### src/rtl/fft4_bin_serializer_if.sv
// Handshake bus for fft4_bin_serializer.
//   Input side : in_valid/in_ready plus the four complex bins e/ei .. h/hi.
//   Output side: out_valid/out_ready, out_re/out_im/out_idx/out_last,
//                and out_mag when FFT4_MAG_EN is defined.
//   master: frame producer and bin consumer (FFT core / testbench).
//   slave : the serializer.
interface fft4_bin_serializer_if #(
  parameter int unsigned DW = 4
);
  logic          in_valid;
  logic          in_ready;
  logic [DW-1:0] e, ei, f, fi, g, gi, h, hi;
  logic          out_valid;
  logic          out_ready;
  logic [DW-1:0] out_re;
  logic [DW-1:0] out_im;
  logic [1:0]    out_idx;
  logic          out_last;
`ifdef FFT4_MAG_EN
  logic [DW:0]   out_mag;

  modport master (
    output in_valid, e, ei, f, fi, g, gi, h, hi, out_ready,
    input  in_ready, out_valid, out_re, out_im, out_idx, out_last, out_mag
  );
  modport slave (
    input  in_valid, e, ei, f, fi, g, gi, h, hi, out_ready,
    output in_ready, out_valid, out_re, out_im, out_idx, out_last, out_mag
  );
`else
  modport master (
    output in_valid, e, ei, f, fi, g, gi, h, hi, out_ready,
    input  in_ready, out_valid, out_re, out_im, out_idx, out_last
  );
  modport slave (
    input  in_valid, e, ei, f, fi, g, gi, h, hi, out_ready,
    output in_ready, out_valid, out_re, out_im, out_idx, out_last
  );
`endif
endinterface

### src/rtl/fft4_bin_serializer.sv
// Captures a complete 4-point FFT output frame in one cycle and streams it
// out one complex bin per beat (bin0=e .. bin3=h) with valid/ready on both
// sides. A new frame may be captured on the edge bin3 is accepted, giving
// back-to-back frames with no bubble.
// Ports:
//   clk        rising-edge clock
//   rst        asynchronous active-high reset
//   bus        fft4_bin_serializer_if.slave (input frame + output bins)
//   frame_cnt  frames whose bin3 was accepted, wrapping
// Option: define FFT4_MAG_EN to add bus.out_mag = |out_re| + |out_im|.
module fft4_bin_serializer #(
  parameter int unsigned DW  = 4,
  parameter int unsigned FCW = 8
) (
  input  logic                   clk,
  input  logic                   rst,
  fft4_bin_serializer_if.slave   bus,
  output logic [FCW-1:0]         frame_cnt
);

  localparam int unsigned IDXW = 2;
  localparam logic [IDXW-1:0] LAST_IDX = 2'd3;

  localparam logic [0:0] IDLE = 1'b0;
  localparam logic [0:0] SEND = 1'b1;

  logic [0:0]          state_q, state_d;
  logic [IDXW-1:0]     idx_q, idx_d;
  logic [7:0][DW-1:0]  frame_q, frame_d;
  logic [FCW-1:0]      frame_cnt_q, frame_cnt_d;
  logic [DW-1:0]       re_q, re_d;
  logic [DW-1:0]       im_q, im_d;
  logic                last_q, last_d;
  logic                in_ready_c;
  logic                capture;
  logic                beat;

`ifdef FFT4_MAG_EN
  logic [DW:0]         mag_q, mag_d;

  // Magnitude of a DW-bit two's complement word; -2^(DW-1) is exact in DW+1 bits.
  function automatic logic [DW:0] abs_w(input logic [DW-1:0] x);
    logic [DW:0] ext;
    ext = {x[DW-1], x};
    abs_w = x[DW-1] ? (~ext + (DW+1)'(1)) : ext;
  endfunction
`endif

  // Next-state, frame capture and output selection.
  always_comb begin
    state_d     = state_q;
    idx_d       = idx_q;
    frame_d     = frame_q;
    frame_cnt_d = frame_cnt_q;

    // Ready depends on out_ready only, never on in_valid.
    in_ready_c = (state_q == IDLE) ||
                 ((state_q == SEND) && (idx_q == LAST_IDX) && bus.out_ready);
    capture    = bus.in_valid && in_ready_c;
    beat       = (state_q == SEND) && bus.out_ready;

    if (capture) begin
      frame_d = {bus.hi, bus.h, bus.gi, bus.g, bus.fi, bus.f, bus.ei, bus.e};
    end

    case (state_q)
      IDLE: begin
        if (capture) begin
          state_d = SEND;
          idx_d   = '0;
        end
      end
      SEND: begin
        if (beat) begin
          if (idx_q == LAST_IDX) begin
            frame_cnt_d = frame_cnt_q + FCW'(1);
            idx_d       = '0;
            state_d     = capture ? SEND : IDLE;
          end else begin
            idx_d = idx_q + IDXW'(1);
          end
        end
      end
      default: begin
        state_d = IDLE;
        idx_d   = '0;
      end
    endcase

    // Pre-select the bin for the next cycle so data leaves straight from flops.
    re_d   = frame_d[{idx_d, 1'b0}];
    im_d   = frame_d[{idx_d, 1'b1}];
    last_d = (state_d == SEND) && (idx_d == LAST_IDX);
`ifdef FFT4_MAG_EN
    mag_d  = abs_w(re_d) + abs_w(im_d);
`endif
  end

  // State and output registers.
  always_ff @(posedge clk or posedge rst) begin
    if (rst) begin
      state_q     <= IDLE;
      idx_q       <= '0;
      frame_q     <= '0;
      frame_cnt_q <= '0;
      re_q        <= '0;
      im_q        <= '0;
      last_q      <= 1'b0;
`ifdef FFT4_MAG_EN
      mag_q       <= '0;
`endif
    end else begin
      state_q     <= state_d;
      idx_q       <= idx_d;
      frame_q     <= frame_d;
      frame_cnt_q <= frame_cnt_d;
      re_q        <= re_d;
      im_q        <= im_d;
      last_q      <= last_d;
`ifdef FFT4_MAG_EN
      mag_q       <= mag_d;
`endif
    end
  end

  assign bus.in_ready  = in_ready_c;
  assign bus.out_valid = (state_q == SEND);
  assign bus.out_idx   = idx_q;
  assign bus.out_re    = re_q;
  assign bus.out_im    = im_q;
  assign bus.out_last  = last_q;
`ifdef FFT4_MAG_EN
  assign bus.out_mag   = mag_q;
`endif
  assign frame_cnt     = frame_cnt_q;

endmodule

### src/flat_wrapper.sv
// flat-port wrapper written by rule: the top's interface ports become plain ports
module fft4_bin_serializer_flat 
#(
  parameter int unsigned DW  = 4,
  parameter int unsigned FCW = 8
)
  (clk, rst, frame_cnt, bus_in_valid, bus_e, bus_ei, bus_f, bus_fi, bus_g, bus_gi, bus_h, bus_hi, bus_out_ready, bus_in_ready, bus_out_valid, bus_out_re, bus_out_im, bus_out_idx, bus_out_last);
  fft4_bin_serializer_if #(.DW(DW)) bus_i ();
  input  logic clk;
  input  logic rst;
  output logic [FCW-1:0] frame_cnt;
  input wire logic [$bits(bus_i.in_valid)-1:0] bus_in_valid;
  input wire logic [$bits(bus_i.e)-1:0] bus_e;
  input wire logic [$bits(bus_i.ei)-1:0] bus_ei;
  input wire logic [$bits(bus_i.f)-1:0] bus_f;
  input wire logic [$bits(bus_i.fi)-1:0] bus_fi;
  input wire logic [$bits(bus_i.g)-1:0] bus_g;
  input wire logic [$bits(bus_i.gi)-1:0] bus_gi;
  input wire logic [$bits(bus_i.h)-1:0] bus_h;
  input wire logic [$bits(bus_i.hi)-1:0] bus_hi;
  input wire logic [$bits(bus_i.out_ready)-1:0] bus_out_ready;
  output wire logic [$bits(bus_i.in_ready)-1:0] bus_in_ready;
  output wire logic [$bits(bus_i.out_valid)-1:0] bus_out_valid;
  output wire logic [$bits(bus_i.out_re)-1:0] bus_out_re;
  output wire logic [$bits(bus_i.out_im)-1:0] bus_out_im;
  output wire logic [$bits(bus_i.out_idx)-1:0] bus_out_idx;
  output wire logic [$bits(bus_i.out_last)-1:0] bus_out_last;
  assign bus_i.in_valid = bus_in_valid;
  assign bus_i.e = bus_e;
  assign bus_i.ei = bus_ei;
  assign bus_i.f = bus_f;
  assign bus_i.fi = bus_fi;
  assign bus_i.g = bus_g;
  assign bus_i.gi = bus_gi;
  assign bus_i.h = bus_h;
  assign bus_i.hi = bus_hi;
  assign bus_i.out_ready = bus_out_ready;
  assign bus_in_ready = bus_i.in_ready;
  assign bus_out_valid = bus_i.out_valid;
  assign bus_out_re = bus_i.out_re;
  assign bus_out_im = bus_i.out_im;
  assign bus_out_idx = bus_i.out_idx;
  assign bus_out_last = bus_i.out_last;
  fft4_bin_serializer #(.DW(DW), .FCW(FCW)) u_core (.clk(clk), .rst(rst), .bus(bus_i), .frame_cnt(frame_cnt));
endmodule
### config.mk
export PLATFORM = sky130hd
export DESIGN_NAME = fft4_bin_serializer_flat
export DESIGN_NICKNAME = d
export VERILOG_FILES = /design/src/rtl/fft4_bin_serializer_if.sv /design/src/rtl/fft4_bin_serializer.sv /design/src/flat_wrapper.sv
export SDC_FILE = /design/constraint.sdc
export NUM_CORES = 1
export LEC_CHECK = 0
export ABC_AREA = 1
export ABC_CLOCK_PERIOD_IN_PS = 3200
export BUFFER_PORTS_ARGS = -buffer_cell sky130_fd_sc_hd__buf_2
export CAP_MARGIN = 30
export CELL_PAD_IN_SITES_DETAIL_PLACEMENT = 1
export CELL_PAD_IN_SITES_GLOBAL_PLACEMENT = 1
export CORE_UTILIZATION = 36
export CTS_CLUSTER_DIAMETER = 200
export DETAILED_ROUTE_END_ITERATION = 10
export PLACE_DENSITY_LB_ADDON = 0.15
export SLEW_MARGIN = 20
export SYNTH_ARGS = -nofsm -noshare
export SYNTH_HDL_FRONTEND = slang
export SYNTH_SLANG_ARGS = --single-unit
### constraint.sdc
create_clock -name clk -period 3.2 [get_ports clk]
set_clock_uncertainty 0.05 [all_clocks]
set_input_delay 0.64 -clock clk [delete_from_list [all_inputs] [get_ports clk]]
set_output_delay 0.64 -clock clk [all_outputs]
set_load 0.02 [all_outputs]
==> impl_metrics.csv <==
group,metric,value,unit
power_and_ir_drop,p_switching,1.294,mW
sta,finalCriticalPeriod,2313,ps
floorplan,die_area,0.007716,mm²
cells_and_area,antenna_cells,0,
flow_run,drv_cap,0,
power_and_ir_drop,pwr_density_cell,962.9,mW/mm²
setup_path,critPathLaunchType,"register",
power_and_ir_drop,pwr-share-seq,35.7,%
drt,drt-total-wl,6313,µm
setup_path,crit_type,"register to primary output",
synth,synth_warnings,0,
synth,yosys_most_used_dff,"dfrtp_1",
synth,synth_edf_count,0,
synth,async_reset_ff_share,100.0,%
grt,grt_pass1_wl,10870,µm
floorplan,io_pins,57,
grt,antenna_found_initial,0,
sta,finalSetupViolCount,0,
sta,hold_viol,0,
clock_tree,cts-buffers-inserted,5,
sta,rsz0062_at_grt,"false",
drt,dr.pass1.iters,4,
clock_tree,cts_root_buffer,"clkbuf_8",
clock_tree,holdBufCountCts,0,
setup_path,critPathMaxFanout,16,
synth,synth_top_cell_by_area,"dfrtp_1",
setup_path,path_cells,"ha_1 > nand3_2 > nand2_2 > buf_2",
synth,ys_top_cells_by_count,"nand2_1 (117), inv_1 (79), dfrtp_1 (52)",
clock_tree,cts_tree,"built",
setup_path,cp_top_family,"simple AND/OR/NAND/NOR gates",
setup_path,rr_startpoint,"u_core.bus.out_idx[0]$_DFF_PP0_",
grt,grt_usage,18.55,%
synth,synth_cells,337,
placed_design,port_buffers,56,
floorplan,die_x,87.84,µm
setup_path,worstPathRequired,2510,ps
clock_tree,insertion_delay,310,ps
drt,drcViolationCount,0,
synth,yosys.area.top_type_share,49.06,%
clock_tree,cts.htree.levels,2,
synth,syn_area,0.002653,mm²
power_and_ir_drop,pwr-share-clk,17.6,%
placed_design,dpl_worst_slack,925.4,ps
synth,avgSynthCellArea,7.871,µm²
placed_design,gp_congestion,0.7311,
synth,yosysMostFrequentCell,"nand2_1",
setup_path,r2r_setup_slack,1090,ps
cells_and_area,num-nets-final,429,
floorplan,start_util,38.20,%
setup_path,cp_num_cells,4,
drt,drt-wirelength-per-cell,12.96,µm
synth,ys_top_cells_by_area,"dfrtp_1 (49%), nand2_1 (17%), inv_1 (11%)",
sta,worst_pin_slew,815.6,ps
clock_tree,post_cts_buffers,0,
sta,final.setup.tns,0,ps
sta,period_share,72.28,%
cells_and_area,fin_util,44.94,%
sta,drv_slew,0,
floorplan,die_y,87.84,µm
power_and_ir_drop,sw_frac_of_total,43.05,%
clock_tree,clk_pin_slew,90,ps
synth,ys_ff_latch,52,
drt,postRouteAntennaNets,0,
clock_tree,cts_resized,0,
drt,routed_via_density,4.448,
floorplan,rows,30,
worst_hold_path,hold_start,"u_core.frame_cnt[7]$_DFFE_PP0P_",
setup_path,r2r-end,"u_core.bus.out_im[2]$_DFF_PP0_",
power_and_ir_drop,peakVddDrop,0.0002834,V
floorplan,coreArea,0.006944,mm²
sta,max_freq,432.4,MHz
setup_path,crit_buf_inv,1,
sta,slew_headroom,45.55,%
setup_path,startpoint,"u_core.bus.out_idx[0]$_DFF_PP0_",
worst_hold_path,hold_class,"register to register",
clock_tree,cts_buffer_depth,2,
synth,syn-num-nets,375,
drt,vias,2166,
setup_path,crit_path_end_kind,"primary output",
synth,synthDistinctLibCells,24,
power_and_ir_drop,pwr-share-comb,46.7,%
synth,ys_seq_area_share,49.06,%
drt,drtIter0Drc,98,
placed_design,hpwl,4445,µm
setup_path,cp_slowest_cell,"dfrtp_1",
status,outcome,"complete, no violations",
sta,hold_slack,423.0,ps
setup_path,reg2regPathDepth,9,
power_and_ir_drop,leakage,1.839,nW
grt,gr-total-overflow,0,
placed_design,dpl_cell_area,0.002992,mm²
power_and_ir_drop,intPower,1.711,mW
setup_path,critical-path-max-stage-delay,410,ps
cells_and_area,drive_above_1_share,19.44,%
grt,grt_pass1_vias,2294,
setup_path,endpoint,"bus_in_ready",
grt,grt_max_degree,38,
cells_and_area,stdcell_area,0.003120,mm²
clock_tree,clkSinkCount,52,
sta,setup_slack,887.2,ps
setup_path,arrival,1620,ps
cells_and_area,area_growth,17.64,%
worst min-delay path by stage:
stage | endpoint | slack (ps) | cells after the start
final | u_core.frame_cnt[7]$_DFFE_PP0P_ | 420 | 1
after global routing | u_core.frame_cnt[7]$_DFFE_PP0P_ | 450 | 1
after global placement | u_core.frame_cnt[7]$_DFFE_PP0P_ | 400 | 1
after CTS | u_core.frame_cnt[7]$_DFFE_PP0P_ | 430 | 1
after detailed placement | u_core.frame_cnt[7]$_DFFE_PP0P_ | 410 | 1
after floorplan | u_core.frame_q[10]$_DFF_PP0_ | 450 | 4
power by group through the flow:
stage	sequential, mW	combinational, mW	clock (mW)
global placement	1.08	1.39	0
finish	1.07	1.40	0.530
CTS	1.08	1.43	0.546
global route	1.10	1.62	0.573
floorplan	1.19	0.949	0
detailed placement	1.09	1.42	0
final cells by class:
type	count	area (µm²)
fill	908	3824
sequential	52	1301
multi-input combinational	192	959.7
timing repair buffer	60	310.3
inverter	80	300.3
tap	96	120.1
clock buffer	5	68.82
clock inverter	2	60.06
logic make-up after synthesis:
group	count (synthesis)	synth area share [%]
AND/OR/NAND/NOR	181	32.03
buffers and inverters	93	14.76
flip-flops	52	49.06
XOR/XNOR	7	2.311
AO/OA/AOI/OAI	2	0.8961
adder cells (fa/ha/maj)	2	0.9432
state kept, by name (all words and copies together), names as in the netlist:
name / count
u_core.frame_q: 32
u_core.frame_cnt: 8
u_core.bus.out_last: 1
u_core.bus.out_im: 4
u_core.bus.out_idx: 2
u_core.bus.out_re: 4
u_core.bus.out_valid: 1
layer usage:
layer,vias up,track usage [%],wire length [µm]
met3,7,2.262,196
met5,-,0,0
li1,1094,-,-
met2,47,31.78,3018
met1,1018,24.45,3015
met4,0,5.812,82
metrics by stage:
| step | cells | power, mW |
|---|---|---|
| 5_1_grt | 487 | 3.299 |
| 6_report | 487 | 3.005 |
| 4_1_cts | 487 | 3.057 |
| 2_1_floorplan | 337 | 2.136 |
| 3_5_place_dp | 480 | 2.510 |
| 3_3_place_gp | 480 | 2.463 |
layout by cell type (no fill, tap or decap):
cell | netlist | routed
xnor2_1 | 3 | 3
inv_1 | 79 | 78
bufinv_16 | 0 | 2
o21ai_0 | 1 | 1
nor2_1 | 5 | 5
nor3_1 | 1 | 1
o21bai_4 | 1 | 1
buf_4 | 5 | 4
nand2_4 | 1 | 1
nand3_1 | 26 | 26
dfrtp_1 | 52 | 52
buf_2 | 1 | 56
nand3_2 | 1 | 1
nand2_1 | 117 | 117
nor2_8 | 1 | 1
ha_1 | 2 | 2
nand4_1 | 2 | 2
inv_2 | 1 | 2
nor2_2 | 1 | 1
nor3_2 | 1 | 1
xor2_1 | 4 | 4
nand2_2 | 1 | 1
nand3b_1 | 24 | 24
clkbuf_8 | 0 | 5
No activity file was read; power rests on OpenSTA's default activity.
